### src/rtl/axi_line_transfer_engine_pkg.sv
// rtl/axi_line_transfer_engine_pkg.sv - shared line/AXI types and engine state encoding
package axi_line_transfer_engine_pkg;

  localparam int CACHE_LINE_BITS        = 512;
  localparam int AXI_DATA_WIDTH_DEFAULT = 32;
  localparam int LINE_OFFSET_BITS       = 6;

  typedef logic [25:0]                cache_line_index_t;
  typedef logic [CACHE_LINE_BITS-1:0] cache_line_data_t;

  typedef enum logic [1:0] {
    AXI_BURST_FIXED = 2'b00,
    AXI_BURST_INCR  = 2'b01,
    AXI_BURST_WRAP  = 2'b10
  } axi_burst_type_t;

  // Plain vector encoding keeps the state compatible with legacy tooling.
  typedef logic [2:0] axi_engine_state_t;
  localparam axi_engine_state_t ST_IDLE       = 3'd0;
  localparam axi_engine_state_t ST_READ_ADDR  = 3'd1;
  localparam axi_engine_state_t ST_READ_DATA  = 3'd2;
  localparam axi_engine_state_t ST_WRITE_ADDR = 3'd3;
  localparam axi_engine_state_t ST_WRITE_DATA = 3'd4;
  localparam axi_engine_state_t ST_WRITE_RESP = 3'd5;
  localparam axi_engine_state_t ST_RESPOND    = 3'd6;

  typedef logic [$clog2(CACHE_LINE_BITS/AXI_DATA_WIDTH_DEFAULT)-1:0] beat_idx_t;

endpackage

### src/rtl/axi_line_transfer_engine.sv
// rtl/axi_line_transfer_engine.sv - one cache line fill/writeback as a single AXI4 INCR burst
module axi_line_transfer_engine
  import axi_line_transfer_engine_pkg::*;
#(
  parameter int AXI_DATA_WIDTH = AXI_DATA_WIDTH_DEFAULT
) (
  input  logic                        clk,
  input  logic                        reset,
  input  logic                        req_valid,
  output logic                        req_ready,
  input  logic                        req_is_write,
  input  logic [25:0]                 req_line,
  input  logic [CACHE_LINE_BITS-1:0]  req_data,
  output logic                        rsp_valid,
  output logic                        rsp_is_write,
  output logic [CACHE_LINE_BITS-1:0]  rsp_data,
  output logic [31:0]                 m_araddr,
  output logic [7:0]                  m_arlen,
  output logic [2:0]                  m_arsize,
  output logic [1:0]                  m_arburst,
  output logic [3:0]                  m_arcache,
  output logic                        m_arvalid,
  input  logic                        s_arready,
  input  logic [AXI_DATA_WIDTH-1:0]   s_rdata,
  input  logic                        s_rvalid,
  output logic                        m_rready,
  output logic [31:0]                 m_awaddr,
  output logic [7:0]                  m_awlen,
  output logic [2:0]                  m_awsize,
  output logic [1:0]                  m_awburst,
  output logic [3:0]                  m_awcache,
  output logic                        m_awvalid,
  input  logic                        s_awready,
  output logic [AXI_DATA_WIDTH-1:0]   m_wdata,
  output logic [AXI_DATA_WIDTH/8-1:0] m_wstrb,
  output logic                        m_wlast,
  output logic                        m_wvalid,
  input  logic                        s_wready,
  input  logic                        s_bvalid,
  output logic                        m_bready
);

  localparam int BURST_BEATS = CACHE_LINE_BITS / AXI_DATA_WIDTH;
  localparam int BEAT_W      = $clog2(BURST_BEATS);
  localparam logic [BEAT_W-1:0] LAST_BEAT = BEAT_W'(BURST_BEATS - 1);

  axi_engine_state_t        state;
  cache_line_index_t        line_q;
  logic                     is_write_q;
  cache_line_data_t         shift_q;
  logic [BEAT_W-1:0]        beat_q;
  cache_line_data_t         shift_in;

  // Beats enter at the LSB and migrate up, so the first (lowest address) beat ends at the MSB.
  assign shift_in = {shift_q[CACHE_LINE_BITS-AXI_DATA_WIDTH-1:0], s_rdata};

  always_ff @(posedge clk or posedge reset) begin
    if (reset) begin
      state      <= ST_IDLE;
      line_q     <= '0;
      is_write_q <= 1'b0;
      shift_q    <= '0;
      beat_q     <= '0;
      rsp_data   <= '0;
    end else begin
      case (state)
        ST_IDLE: begin
          if (req_valid) begin
            line_q     <= req_line;
            is_write_q <= req_is_write;
            shift_q    <= req_data;
            beat_q     <= '0;
            state      <= req_is_write ? ST_WRITE_ADDR : ST_READ_ADDR;
          end
        end
        ST_READ_ADDR: begin
          if (s_arready) state <= ST_READ_DATA;
        end
        ST_READ_DATA: begin
          if (s_rvalid) begin
            shift_q <= shift_in;
            beat_q  <= beat_q + BEAT_W'(1);
            if (beat_q == LAST_BEAT) begin
              rsp_data <= shift_in;
              state    <= ST_RESPOND;
            end
          end
        end
        ST_WRITE_ADDR: begin
          if (s_awready) state <= ST_WRITE_DATA;
        end
        ST_WRITE_DATA: begin
          if (s_wready) begin
            shift_q <= {shift_q[CACHE_LINE_BITS-AXI_DATA_WIDTH-1:0], {AXI_DATA_WIDTH{1'b0}}};
            beat_q  <= beat_q + BEAT_W'(1);
            if (beat_q == LAST_BEAT) state <= ST_WRITE_RESP;
          end
        end
        ST_WRITE_RESP: begin
          if (s_bvalid) state <= ST_RESPOND;
        end
        ST_RESPOND: state <= ST_IDLE;
        default:    state <= ST_IDLE;
      endcase
    end
  end

  assign req_ready    = (state == ST_IDLE);
  assign rsp_valid    = (state == ST_RESPOND);
  assign rsp_is_write = is_write_q;

  assign m_araddr  = {line_q, {LINE_OFFSET_BITS{1'b0}}};
  assign m_arlen   = 8'(BURST_BEATS - 1);
  assign m_arsize  = 3'($clog2(AXI_DATA_WIDTH / 8));
  assign m_arburst = AXI_BURST_INCR;
  assign m_arcache = 4'b0011;
  assign m_arvalid = (state == ST_READ_ADDR);
  assign m_rready  = (state == ST_READ_DATA);

  assign m_awaddr  = {line_q, {LINE_OFFSET_BITS{1'b0}}};
  assign m_awlen   = 8'(BURST_BEATS - 1);
  assign m_awsize  = 3'($clog2(AXI_DATA_WIDTH / 8));
  assign m_awburst = AXI_BURST_INCR;
  assign m_awcache = 4'b0011;
  assign m_awvalid = (state == ST_WRITE_ADDR);

  // W stays quiet until the AW handshake has completed.
  assign m_wvalid = (state == ST_WRITE_DATA);
  assign m_wdata  = shift_q[CACHE_LINE_BITS-1 -: AXI_DATA_WIDTH];
  assign m_wstrb  = '1;
  assign m_wlast  = m_wvalid && (beat_q == LAST_BEAT);
  assign m_bready = (state == ST_WRITE_RESP);

endmodule

### config.mk
export PLATFORM = sky130hd
export DESIGN_NAME = axi_line_transfer_engine
export DESIGN_NICKNAME = d
export VERILOG_FILES = /design/src/rtl/axi_line_transfer_engine_pkg.sv /design/src/rtl/axi_line_transfer_engine.sv
export SDC_FILE = /design/constraint.sdc
export NUM_CORES = 2
export LEC_CHECK = 0
export BUFFER_PORTS_ARGS = -buffer_cell sky130_fd_sc_hd__buf_2
export CAP_MARGIN = 20
export CORE_AREA = 2 2 475 477
export CTS_BUF_LIST = sky130_fd_sc_hd__clkbuf_4
export DETAILED_ROUTE_END_ITERATION = 16
export DIE_AREA = 0 0 477 479
export PLACE_DENSITY = 0.5
export SETUP_SLACK_MARGIN = 0.4
export SLEW_MARGIN = 20
export SYNTH_ARGS = -nofsm -noshare
export SYNTH_HDL_FRONTEND = slang
export SYNTH_SLANG_ARGS = --single-unit
### constraint.sdc
create_clock -name clk -period 57.9 [get_ports clk]
set_clock_uncertainty 0.1 [all_clocks]
set_input_delay 0 -clock clk [delete_from_list [all_inputs] [get_ports clk]]
set_output_delay 0 -clock clk [all_outputs]
set_load 0.02 [all_outputs]
==> results.cfg, run 1 <==
[clock_tree]
cts-buffers-inserted = 327
clockBufferDepth = 4
cts.sinks = 1058
cts_resized = 0
cts_root_buf = clkbuf_4
cts_hold_buf = 1600
htree_levels = 5
post_cts_buffers = 0

[yosys]
synth-seq-area-share_pct = 58.5
synth-compound-area-share_pct = 12.1
yosys.area_share.adder_pct = 0.0277
syn-instance-count = 3591
synthMuxAreaShare_pct = 24.2
yosysUniqueCellTypes = 36
yosys.area.top_type = dfrtp_1
netlist_top_cells_area = dfrtp_1, mux2_2, o21ai_0, mux2i_1, buf_4
ys.flop_type = dfrtp_1
yosysMostFrequentCell = dfrtp_1
synth-edff-count = 0
async_flop_share_pct = 100
synth_top_area_share_pct = 58.5
synthXorXnorAreaFrac_pct = 0
yosys-top-cells-count = dfrtp_1, o21ai_0, mux2_2, mux2i_1, clkbuf_1
syn_avg_cell_area_um2 = 12.6
syn-cell-area_um2 = 45200
ys_ff_latch = 1058
synth_warnings = 0
synth_top_family_by_area = multiplexers
yosys.area_share.simple_pct = 0.373

[placed_design]
io_buffers = 1183
hpwlAfterDp_um = 152000
place_congestion = 0.905

[floorplanning]
io_pins = 1234
initial_utilization_pct = 20.2
die_w_um = 477
rows = 174
die_y_um = 479

[status]
error_line = [ERROR RSZ-0060] Max buffer count reached.
failed_stage = clock tree synthesis
outcome = aborted with a tool error
kinds of logic after synthesis:
logic type,after synthesis
AOI/OAI and AO/OA,1072
adders and majority gates,1
buffers and inverters,408
DFF,1058
muxes,1024
other,2
and+or+nand+nor,26
stage by stage:
step	cells	cell area, um^2	worst slack [ns]
detailed placement	7458	53400	51.90
floorplan	3639	45400	28.02
global placement	7458	53400	52.02
==> run 2: changes to the inputs <==
--- a/config.mk
+++ b/config.mk
@@ -7,12 +7,10 @@
 export LEC_CHECK = 0
 export BUFFER_PORTS_ARGS = -buffer_cell sky130_fd_sc_hd__buf_2
 export CAP_MARGIN = 20
-export CORE_AREA = 2 2 475 477
-export CTS_BUF_LIST = sky130_fd_sc_hd__clkbuf_4
+export CORE_AREA = 2 2 483 485
 export DETAILED_ROUTE_END_ITERATION = 16
-export DIE_AREA = 0 0 477 479
-export PLACE_DENSITY = 0.5
-export SETUP_SLACK_MARGIN = 0.4
+export DIE_AREA = 0 0 485 487
+export PLACE_DENSITY_LB_ADDON = 0.15
 export SLEW_MARGIN = 20
 export SYNTH_ARGS = -nofsm -noshare
 export SYNTH_HDL_FRONTEND = slang
==> results.cfg, run 2 <==
[status]
outcome = completed

[yosys]
netlist_top_cells_area = dfrtp_1, mux2_2, o21ai_0, mux2i_1, buf_4
synth_warnings = 0
synth-edff-count = 0
syn-instance-count = 3591
async_flop_share_pct = 100
yosysMostFrequentCell = dfrtp_1
syn_avg_cell_area_um2 = 12.6
yosys.area.top_type = dfrtp_1
yosys-top-cells-count = dfrtp_1, o21ai_0, mux2_2, mux2i_1, clkbuf_1
yosysUniqueCellTypes = 36
ys.flop_type = dfrtp_1
synth-seq-area-share_pct = 58.5
synth_top_area_share_pct = 58.5
ys_ff_latch = 1058
syn-cell-area_um2 = 45200

[placed_design]
hpwlAfterDp_um = 155000
io_buffers = 1183
place_congestion = 0.819

[timing]
hold_viol = 0
finalCritPeriodShare_pct = 8.78
finalMaxSlewViolations = 0
layout_min_cycle_time_ns = 5.09
setup-tns-final_ns = 0
worst_pin_slew_ns = 1.25
max_slew_margin_pct = 16.3
hold_ws_ns = 0.0492
grt_setup_unrepaired = false
setup_violations = 0
fmaxAchievable_mhz = 197

[setup_path]
worstPathArrival_ns = 5.65
worst_path_most_repeated_cell = buf_4
path_class = register to register
critical-path-slowest-cell = dfrtp_4
start_kind = register
cp.required_ns = 58.47
critPathMaxFanout = 70
path_cells = nor2_4, buf_4, nand3_4, buf_4, buf_4, buf_4, mux2_2
cpPeakStageDelay_ns = 0.92
end_kind = register

[final_layout]
num-nets-final = 6298
final_common_cell = buf_2
layout_common_cells = buf_2, dlygate4sd3_1, dfrtp_1
top_regs = rsp_data x512, shift_q x512, line_q x26
drive_gt1_share_pct = 33.5
fillers = 24300
syn_to_final_growth_pct = 53.1

[job]
max-cap-violations = 0

[clock_tree]
cts_resized = 0
cts_hold_buf = 1112
cts-buffers-inserted = 139
cts_tree = yes
cts.sinks = 1058
clockBufferDepth = 3
htree_levels = 4
insertion_delay_ns = 0.80
post_cts_buffers = 0
path_clk_slew_ns = 0.06
cts_root_buf = clkbuf_16

[global_route]
grt.total_usage_pct = 17.9
antenna_found_initial = 30
overflow = 0
grt_pass1_vias = 39800
grt_pass1_wl_um = 308000
grt_start_max_net_pins = 179

[routing]
ant_nets = 0
drt-total-wl_um = 217000
vias = 37900
drc = 0
viasPerCell = 4.26
drtPass1Iterations = 5
post_drt_wl_per_cell_um = 24.4
dr.first_iter.drc_count = 1821

[hold_path]
hold_path_class = primary input to register

[pwr]
max-vdd-ir-drop_mv = 0.0448
p_total_mw = 3.01
p_switching_mw = 1.20
power_frac_comb_pct = 32.4
p_seq_share_pct = 38.8
p_int_mw = 1.81
p_leak_nw = 35.2
p_per_area_nw_per_um2 = 43.5
pwr-share-clk_pct = 28.9
p_sw_share_pct = 40.0

[floorplanning]
rows = 177
die_y_um = 487
initial_utilization_pct = 19.5
die_w_um = 485
io_pins = 1234
die-area_um2 = 236000
core_um2 = 231000
## run 2: cell counts after synthesis
No cell type changed its count.
## run 2: cell families after synthesis
logic type	count (synthesis)	share of synthesized area, %
mux	1024	24.2
buf+inv	408	4.79
other cells	2	0.0166
flops	1058	58.5
fa+ha+maj	1	0.0277
simple gates	26	0.373
compound gates	1072	12.1
## run 2: critical path: cells and delay by family, from the launching register on
kind / cells / cell delay (ns)
flip-flops: 1 / 0.92
buffers and inverters: 4 / 2.67
multiplexers: 1 / 0.42
AND/OR/NAND/NOR: 2 / 0.68
## run 2: cell type report
class	count	area [um^2]	share of cell area, %
diodes	27	67.6	0.0976
clock buffers	210	4170	6.02
clock inverters	37	385	0.557
inverters	5	26.3	0.0380
multi-input cells	2173	16800	24.3
flip-flops and latches	1058	26500	38.2
well taps	3043	3810	5.50
repair buffers	2341	17500	25.3
## run 2: metrics by stage
| stage | utilization, % | cell area, um^2 | cells | setup slack [ns] |
|---|---|---|---|---|
| final | 29.9 | 69200 | 8894 | 52.81 |
| after CTS | 29.9 | 69200 | 8867 | 52.66 |
| after global placement | 23.1 | 53500 | 7508 | 52.71 |
| after floorplan | - | 45400 | 3639 | 28.02 |
| after detailed placement | 23.1 | 53500 | 7508 | 52.69 |
| after global routing | 29.9 | 69200 | 8884 | 52.16 |
## run 2: power by group through the flow
stage | sequential [mW] | clock (mW) | combinational, mW
after global routing | 1.19 | 0.930 | 1.08
final | 1.17 | 0.869 | 0.975
after floorplan | 1.04 | 0 | 0.667
after global placement | 1.19 | 0 | 0.915
after detailed placement | 1.19 | 0 | 0.925
after CTS | 1.18 | 0.901 | 0.995
## run 2: per-layer routing
metal	share of wire, %	up-vias	GRT usage, %	wire length, um
li1	-	17100	-	-
met1	42	19500	22.5	92000
met2	47	1080	29.3	103000
met3	8.4	208	6.42	18200
met4	1.9	12	4.09	4180
met5	0.035	-	0	75
## run 2: path summary, 6_finish.rpt
| path | startpoint | to | slack (ns) | cells after the start |
|---|---|---|---|---|
| max reg2reg | state[0] | rsp_data[359] | 52.81 | 7 |
| max in group asynchronous | reset | shift_q[228] | 52.91 | 9 |
| min reg2reg | rsp_data[426] | rsp_data[426] | 0.38 | 1 |
| max | state[0] | rsp_data[359] | 52.81 | 7 |
| min in group asynchronous | reset | rsp_data[10] | 0.36 | 4 |
| min | req_data[226] | shift_q[226] | 0.05 | 4 |
Note: power is estimated with default switching activity, not from simulation.
